$ cat config.mk
export PLATFORM = sky130hd
export DESIGN_NAME = mem_stack_sequencer
export DESIGN_NICKNAME = d
export VERILOG_FILES = /design/src/rtl/mem_stack_sequencer.sv
export SDC_FILE = /design/constraint.sdc
export NUM_CORES = 1
export LEC_CHECK = 0
export ABC_AREA = 1
export CORE_ASPECT_RATIO = 1.2
export CORE_MARGIN = 2
export CORE_UTILIZATION = 45
export DETAILED_ROUTE_END_ITERATION = 7
export PLACE_DENSITY = 0.86
export SYNTH_ARGS = -nofsm -noshare
export SYNTH_HDL_FRONTEND = slang
export SYNTH_SLANG_ARGS = --single-unit
$ cat constraint.sdc
create_clock -name clk -period 2.25 [get_ports clk]
set_input_delay 0.45 -clock clk [delete_from_list [all_inputs] [get_ports clk]]
set_output_delay 0.45 -clock clk [all_outputs]
set_load 0.02 [all_outputs]
$ cat src/rtl/mem_stack_sequencer.sv
// Stack push/pop sequencer in front of MemoryStage for CALL/INT/RET/RTI.
// Define SEQ_PROTECT_EN to add a stack-depth counter with underflow abort (seq_err).
module mem_stack_sequencer #(
    parameter int DATA_W  = 16,
    parameter int PC_W    = 32,
    parameter int DEPTH_W = 8
) (
    input  logic              clk,
    input  logic              rst,
    input  logic              pipe_mem_read,
    input  logic              pipe_mem_write,
    input  logic              pipe_sp_or_alu,
    input  logic [1:0]        pipe_sp_op,
    input  logic [DATA_W-1:0] pipe_reg_src,
    input  logic              req_call,
    input  logic              req_int,
    input  logic              req_ret,
    input  logic              req_rti,
    input  logic [PC_W-1:0]   pc_in,
    input  logic [DATA_W-1:0] flags_in,
    input  logic [DATA_W-1:0] mem_rdata,
    output logic              mem_read,
    output logic              mem_write,
    output logic              sp_or_alu,
    output logic [1:0]        sp_op,
    output logic [DATA_W-1:0] reg_src,
    output logic              stall,
    output logic              seq_ack,
    output logic              seq_done,
    output logic [PC_W-1:0]   pc_out,
    output logic              pc_valid,
    output logic [DATA_W-1:0] flags_out,
    output logic              flags_valid,
    output logic              seq_err
);

    typedef enum logic [2:0] {
        IDLE,
        PUSH_PCH,
        PUSH_PCL,
        PUSH_FLG,
        POP_FLG,
        POP_PCL,
        POP_PCH,
        CAP_LAST
    } state_e;

    localparam logic [1:0] SP_PUSH = 2'b01;
    localparam logic [1:0] SP_POP  = 2'b10;

    state_e            state_q, state_d;
    logic              is_int_q, is_int_d;
    logic              is_rti_q, is_rti_d;
    logic              defer_q, defer_d;
    logic [DATA_W-1:0] pc_lo_q, pc_lo_d;
    logic [DATA_W-1:0] pc_hi_q, pc_hi_d;
    logic [DATA_W-1:0] flags_q, flags_d;
    logic              flags_valid_q, flags_valid_d;

    logic req_any;
    logic pipe_op;
    logic accept;
    logic abort;
    logic pipe_pop_uflow;

    assign req_any = req_int | req_call | req_rti | req_ret;
    assign pipe_op = pipe_mem_read | pipe_mem_write;
    // defer_q marks the cycle after a pipe op collided with a request: the op
    // already issued, so the still-presented pipe op is not issued again.
    assign accept  = (state_q == IDLE) && req_any && (!pipe_op || defer_q);

`ifdef SEQ_PROTECT_EN
    logic [DEPTH_W-1:0] depth_q, depth_d;
    logic               push_evt, pop_evt;

    always_comb begin
        abort = 1'b0;
        if (accept && !req_int && !req_call) begin
            if (req_rti) begin
                abort = (depth_q < DEPTH_W'(3));
            end else begin
                abort = (depth_q < DEPTH_W'(2));
            end
        end
    end

    assign pipe_pop_uflow = (state_q == IDLE) && !defer_q && pipe_mem_read &&
                            (pipe_sp_op == SP_POP) && (depth_q == '0);

    assign push_evt = mem_write && (sp_op == SP_PUSH);
    assign pop_evt  = mem_read && (sp_op == SP_POP);

    always_comb begin
        depth_d = depth_q;
        if (push_evt && !pop_evt) begin
            if (depth_q != '1) begin
                depth_d = depth_q + DEPTH_W'(1);
            end
        end else if (pop_evt && !push_evt) begin
            if (depth_q != '0) begin
                depth_d = depth_q - DEPTH_W'(1);
            end
        end
    end

    always_ff @(posedge clk or negedge rst) begin
        if (!rst) begin
            depth_q <= '0;
        end else begin
            depth_q <= depth_d;
        end
    end
`else
    logic [DEPTH_W-1:0] unused_depth;

    assign unused_depth   = '0;
    assign abort          = 1'b0;
    assign pipe_pop_uflow = 1'b0;
`endif

    // State register and captured data
    always_ff @(posedge clk or negedge rst) begin
        if (!rst) begin
            state_q       <= IDLE;
            is_int_q      <= 1'b0;
            is_rti_q      <= 1'b0;
            defer_q       <= 1'b0;
            pc_lo_q       <= '0;
            pc_hi_q       <= '0;
            flags_q       <= '0;
            flags_valid_q <= 1'b0;
        end else begin
            state_q       <= state_d;
            is_int_q      <= is_int_d;
            is_rti_q      <= is_rti_d;
            defer_q       <= defer_d;
            pc_lo_q       <= pc_lo_d;
            pc_hi_q       <= pc_hi_d;
            flags_q       <= flags_d;
            flags_valid_q <= flags_valid_d;
        end
    end

    // Next-state logic
    always_comb begin
        state_d  = state_q;
        is_int_d = is_int_q;
        is_rti_d = is_rti_q;
        defer_d  = 1'b0;
        case (state_q)
            IDLE: begin
                if (accept && !abort) begin
                    is_int_d = req_int;
                    is_rti_d = !req_int && !req_call && req_rti;
                    if (req_int || req_call) begin
                        state_d = PUSH_PCH;
                    end else if (req_rti) begin
                        state_d = POP_FLG;
                    end else begin
                        state_d = POP_PCL;
                    end
                end else if (req_any && pipe_op && !defer_q) begin
                    defer_d = 1'b1;
                end
            end
            PUSH_PCH: state_d = PUSH_PCL;
            PUSH_PCL: state_d = is_int_q ? PUSH_FLG : IDLE;
            PUSH_FLG: state_d = IDLE;
            POP_FLG:  state_d = POP_PCL;
            POP_PCL:  state_d = POP_PCH;
            POP_PCH:  state_d = CAP_LAST;
            CAP_LAST: state_d = IDLE;
            default:  state_d = IDLE;
        endcase
    end

    // Read data arrives one cycle after each pop is issued
    always_comb begin
        pc_lo_d       = pc_lo_q;
        pc_hi_d       = pc_hi_q;
        flags_d       = flags_q;
        flags_valid_d = (state_q == POP_PCL) && is_rti_q;
        if (state_q == POP_PCH) begin
            pc_lo_d = mem_rdata;
        end
        if (state_q == CAP_LAST) begin
            pc_hi_d = mem_rdata;
        end
        if (flags_valid_d) begin
            flags_d = mem_rdata;
        end
    end

    // Output logic
    always_comb begin
        mem_read    = 1'b0;
        mem_write   = 1'b0;
        sp_or_alu   = 1'b0;
        sp_op       = 2'b00;
        reg_src     = '0;
        stall       = 1'b0;
        seq_ack     = 1'b0;
        seq_done    = 1'b0;
        pc_out      = '0;
        pc_valid    = 1'b0;
        flags_out   = '0;
        flags_valid = 1'b0;
        seq_err     = 1'b0;
        if (rst) begin
            stall = (state_q != IDLE);
            case (state_q)
                IDLE: begin
                    if (!defer_q) begin
                        mem_read  = pipe_mem_read;
                        mem_write = pipe_mem_write;
                        sp_or_alu = pipe_sp_or_alu;
                        sp_op     = pipe_sp_op;
                        reg_src   = pipe_reg_src;
                    end
                    stall   = req_any;
                    seq_ack = accept;
                    seq_err = abort | pipe_pop_uflow;
                end
                PUSH_PCH: begin
                    mem_write = 1'b1;
                    sp_op     = SP_PUSH;
                    reg_src   = pc_in[PC_W-1:DATA_W];
                end
                PUSH_PCL: begin
                    mem_write = 1'b1;
                    sp_op     = SP_PUSH;
                    reg_src   = pc_in[DATA_W-1:0];
                    seq_done  = !is_int_q;
                end
                PUSH_FLG: begin
                    mem_write = 1'b1;
                    sp_op     = SP_PUSH;
                    reg_src   = flags_in;
                    seq_done  = 1'b1;
                end
                POP_FLG, POP_PCL, POP_PCH: begin
                    mem_read = 1'b1;
                    sp_op    = SP_POP;
                end
                CAP_LAST: begin
                    pc_valid = 1'b1;
                    seq_done = 1'b1;
                end
                default: begin
                    stall = 1'b1;
                end
            endcase
            // Upper PC half is forwarded straight from memory in CAP_LAST so it
            // is valid together with pc_valid; afterwards the captured copy holds.
            pc_out      = {(state_q == CAP_LAST) ? mem_rdata : pc_hi_q, pc_lo_q};
            flags_out   = flags_q;
            flags_valid = flags_valid_q;
        end
    end

endmodule

==> results.toml, run 1 <==
[yosys]
synth_area_um2 = 3550
synth_xor_area_frac = 0
yosysTopAreaCell = "dfrtp_1"
synthArstFlopShare = 1.00
synth-adder-area-share = 0
synthesis.nets = 594
synthCells = 503
synth_edf_count = 0
synth_top_family_by_area = "simple AND/OR/NAND/NOR gates"
synth_area_per_cell_um2 = 7.06
ys_top_cells_by_area = "dfrtp_1, nand2_1, inv_1"
seq_area_frac_synth = 0.387
yosysWarningCount = 0
ys_types = 25
synth_seq_cells = 55
synth_ff_type = "dfrtp_1"
muxShareOfSynthArea = 0
yosysTopAreaCellShare = 0.387
synth-compound-area-share = 0.117
synth-simple-area-share = 0.352

[setup_path]
cp-end-kind = "output port"
cp.buffers_inverters = 3
worstPathCellList = "buf_4 -> nand3_4 -> clkbuf_16 -> o21ai_2 -> and2_1 -> clkdlybuf4s15_2"
rrSetupSlack_ns = 0.59
critPathTopFamily = "buffers and inverters"
cp_max_fo = 11
required_ns = 1.80
reg2reg_to = "flags_q[8]"
r2r_cells = 6
slowest_delay_ns = 0.41
arrival_ns = 1.73
reg2reg_from = "state_q[1]"
critPathSlowestCell = "dfrtp_2"
crit_path_start_kind = "flop"
path_class = "reg2out"

[global_route]
antenna_found_initial = 0
met2_usage = 0.495
grt_max_degree = 59
overflow = 0
grt_pass1_wl_mm = 18.3
track_usage = 0.266
grtUsageMet3 = 0.0815
top_usage_layer = "met2"
grt_pass1_vias = 3863
grtUsageMet1 = 0.291

[placement]
placed_cells = 778
dpl.hpwl_mm = 8.86
dp_slack_ns = -0.309
portBuffers = 164
placed_area_um2 = 5580
place_congestion = 0.871

[clocking]
cts_buffer_depth = 2
cts_buffers = 5
clock-sinks = 55
cts_tree = "built"
clock_latency_ns = 0.32
htreeDepth = 2
root_buffer = "clkbuf_8"
clk_pin_slew_ns = 0.10

[finish]
final_cell_mix = "nand2_1, clkdlybuf4s50_1, inv_1"
nets = 787
drive_above_1_share = 0.220
syn2layout_area_growth_pct = 58.5
fin_util = 0.735
num_antenna_cells = 0
layout_commonest_cell = "nand2_1"
instances_no_fill = 789
final_cell_area_um2 = 5630
n_fill_cell = 576

[worst_hold_path]
min_path_type = "in2async"

[floorplan]
die_h_um = 101
die_w_um = 85.1
io_pins = 166
dieArea_um2 = 8620
rows = 35
fp.coreArea_um2 = 7660
initial_core_util = 0.464

[run]
drv_cap = 0

[route]
drcViolationCount = 0
dr.pass1.iters = 5
wl_per_cell_um = 15.4
vias_per_cell = 5.03
detail-route-antenna-nets = 0
finalWirelength_mm = 12.1
initialDrtViolationCount = 115
vias = 3966

[pwr]
power.total_mw = 6.32
p_per_area_nw_per_um2 = 1120
power.leakage_nw = 3.03
peakVddDrop_uv = 678

[run_status]
status = "complete, no violations"

[timing]
max_clock_freq_mhz = 458
post-route-min-period_ns = 2.18
finClkSkew_ns = 0.00572
final-hold-violation-count = 0
setup_viol = 0
drv_slew = 0
layout_setup_ws_ns = 0.0666
whs_ns = 0.128
worstMarginPinSlew_ns = 0.503
maxSlewHeadroom = 0.665
setup_tns_ns = 0
finalCritPeriodShare = 0.970
flip-flops by register name, summed over array words and instances, names as in the netlist:
name	count
defer_q	1
is_int_q	1
flags_valid_q	1
flags_q	16
pc_lo_q	16
pc_hi_q	16
is_rti_q	1
state_q	3
metal layers:
layer / vias to the layer above / share of wire
li1: 1926 / -
met1: 1848 / 0.38
met2: 177 / 0.50
met3: 15 / 0.10
met4: 0 / 0.022
met5: - / 0
where the power goes:
group	internal (mW)	switching (mW)
sequential	1.45	0.274
clock	0.332	0.337
combinational	1.68	2.25
cell families (layout without fill, tap and decap cells):
family          count (synthesis)  count (layout)
other cells                     1               1
buf+inv                       108             302
compound gates                 61              61
simple gates                  278             278
flops                          55              55
repair_timing:
action	in CTS	in global routing
pin swaps	0	0
setup buffers	0	1
cloned	0	1
hold buffers	1	0
resized for setup	90	37
setup endpoints to repair	37	32
hold endpoints to repair	1	0
cell type report:
type / instances / area (um2) / area share
timing repair buffer: 220 / 2060 / 0.367
multi-input combinational: 340 / 1680 / 0.298
sequential: 55 / 1380 / 0.245
inverter: 74 / 278 / 0.0493
tap: 92 / 115 / 0.0204
clock buffer: 5 / 68.8 / 0.0122
clock inverter: 3 / 43.8 / 0.00778
cells in the mapped netlist, types with 2 or more instances:
cell / number
buf_4: 4
buf_6: 8
dfrtp_1: 55
nand2_2: 10
o21ai_1: 19
nand3_1: 36
inv_2: 3
a21oi_1: 7
buf_2: 9
and2_1: 16
o21ai_0: 6
nor2_4: 2
nand2_1: 132
clkbuf_1: 12
o21ai_2: 29
nand3_4: 2
nor2_1: 60
inv_1: 71
nand4_1: 16
worst max-delay path by stage:
stage	startpoint	endpoint	cells after the start
after detailed placement	pipe_mem_write	seq_ack	6
final	state_q[1]	pc_out[28]	6
after global routing	state_q[1]	pc_out[28]	6
after floorplan	state_q[2]	reg_src[0]	7
after global placement	pipe_mem_write	seq_ack	6
after CTS	state_q[1]	reg_src[9]	7
No activity file was read; power rests on OpenSTA's default activity.
==> run 2: changes to the inputs <==
SLEW_MARGIN = 20   (was unset)
==> results of run 2 <==
The final DEF is identical to that of run 1; final timing and power are the same.
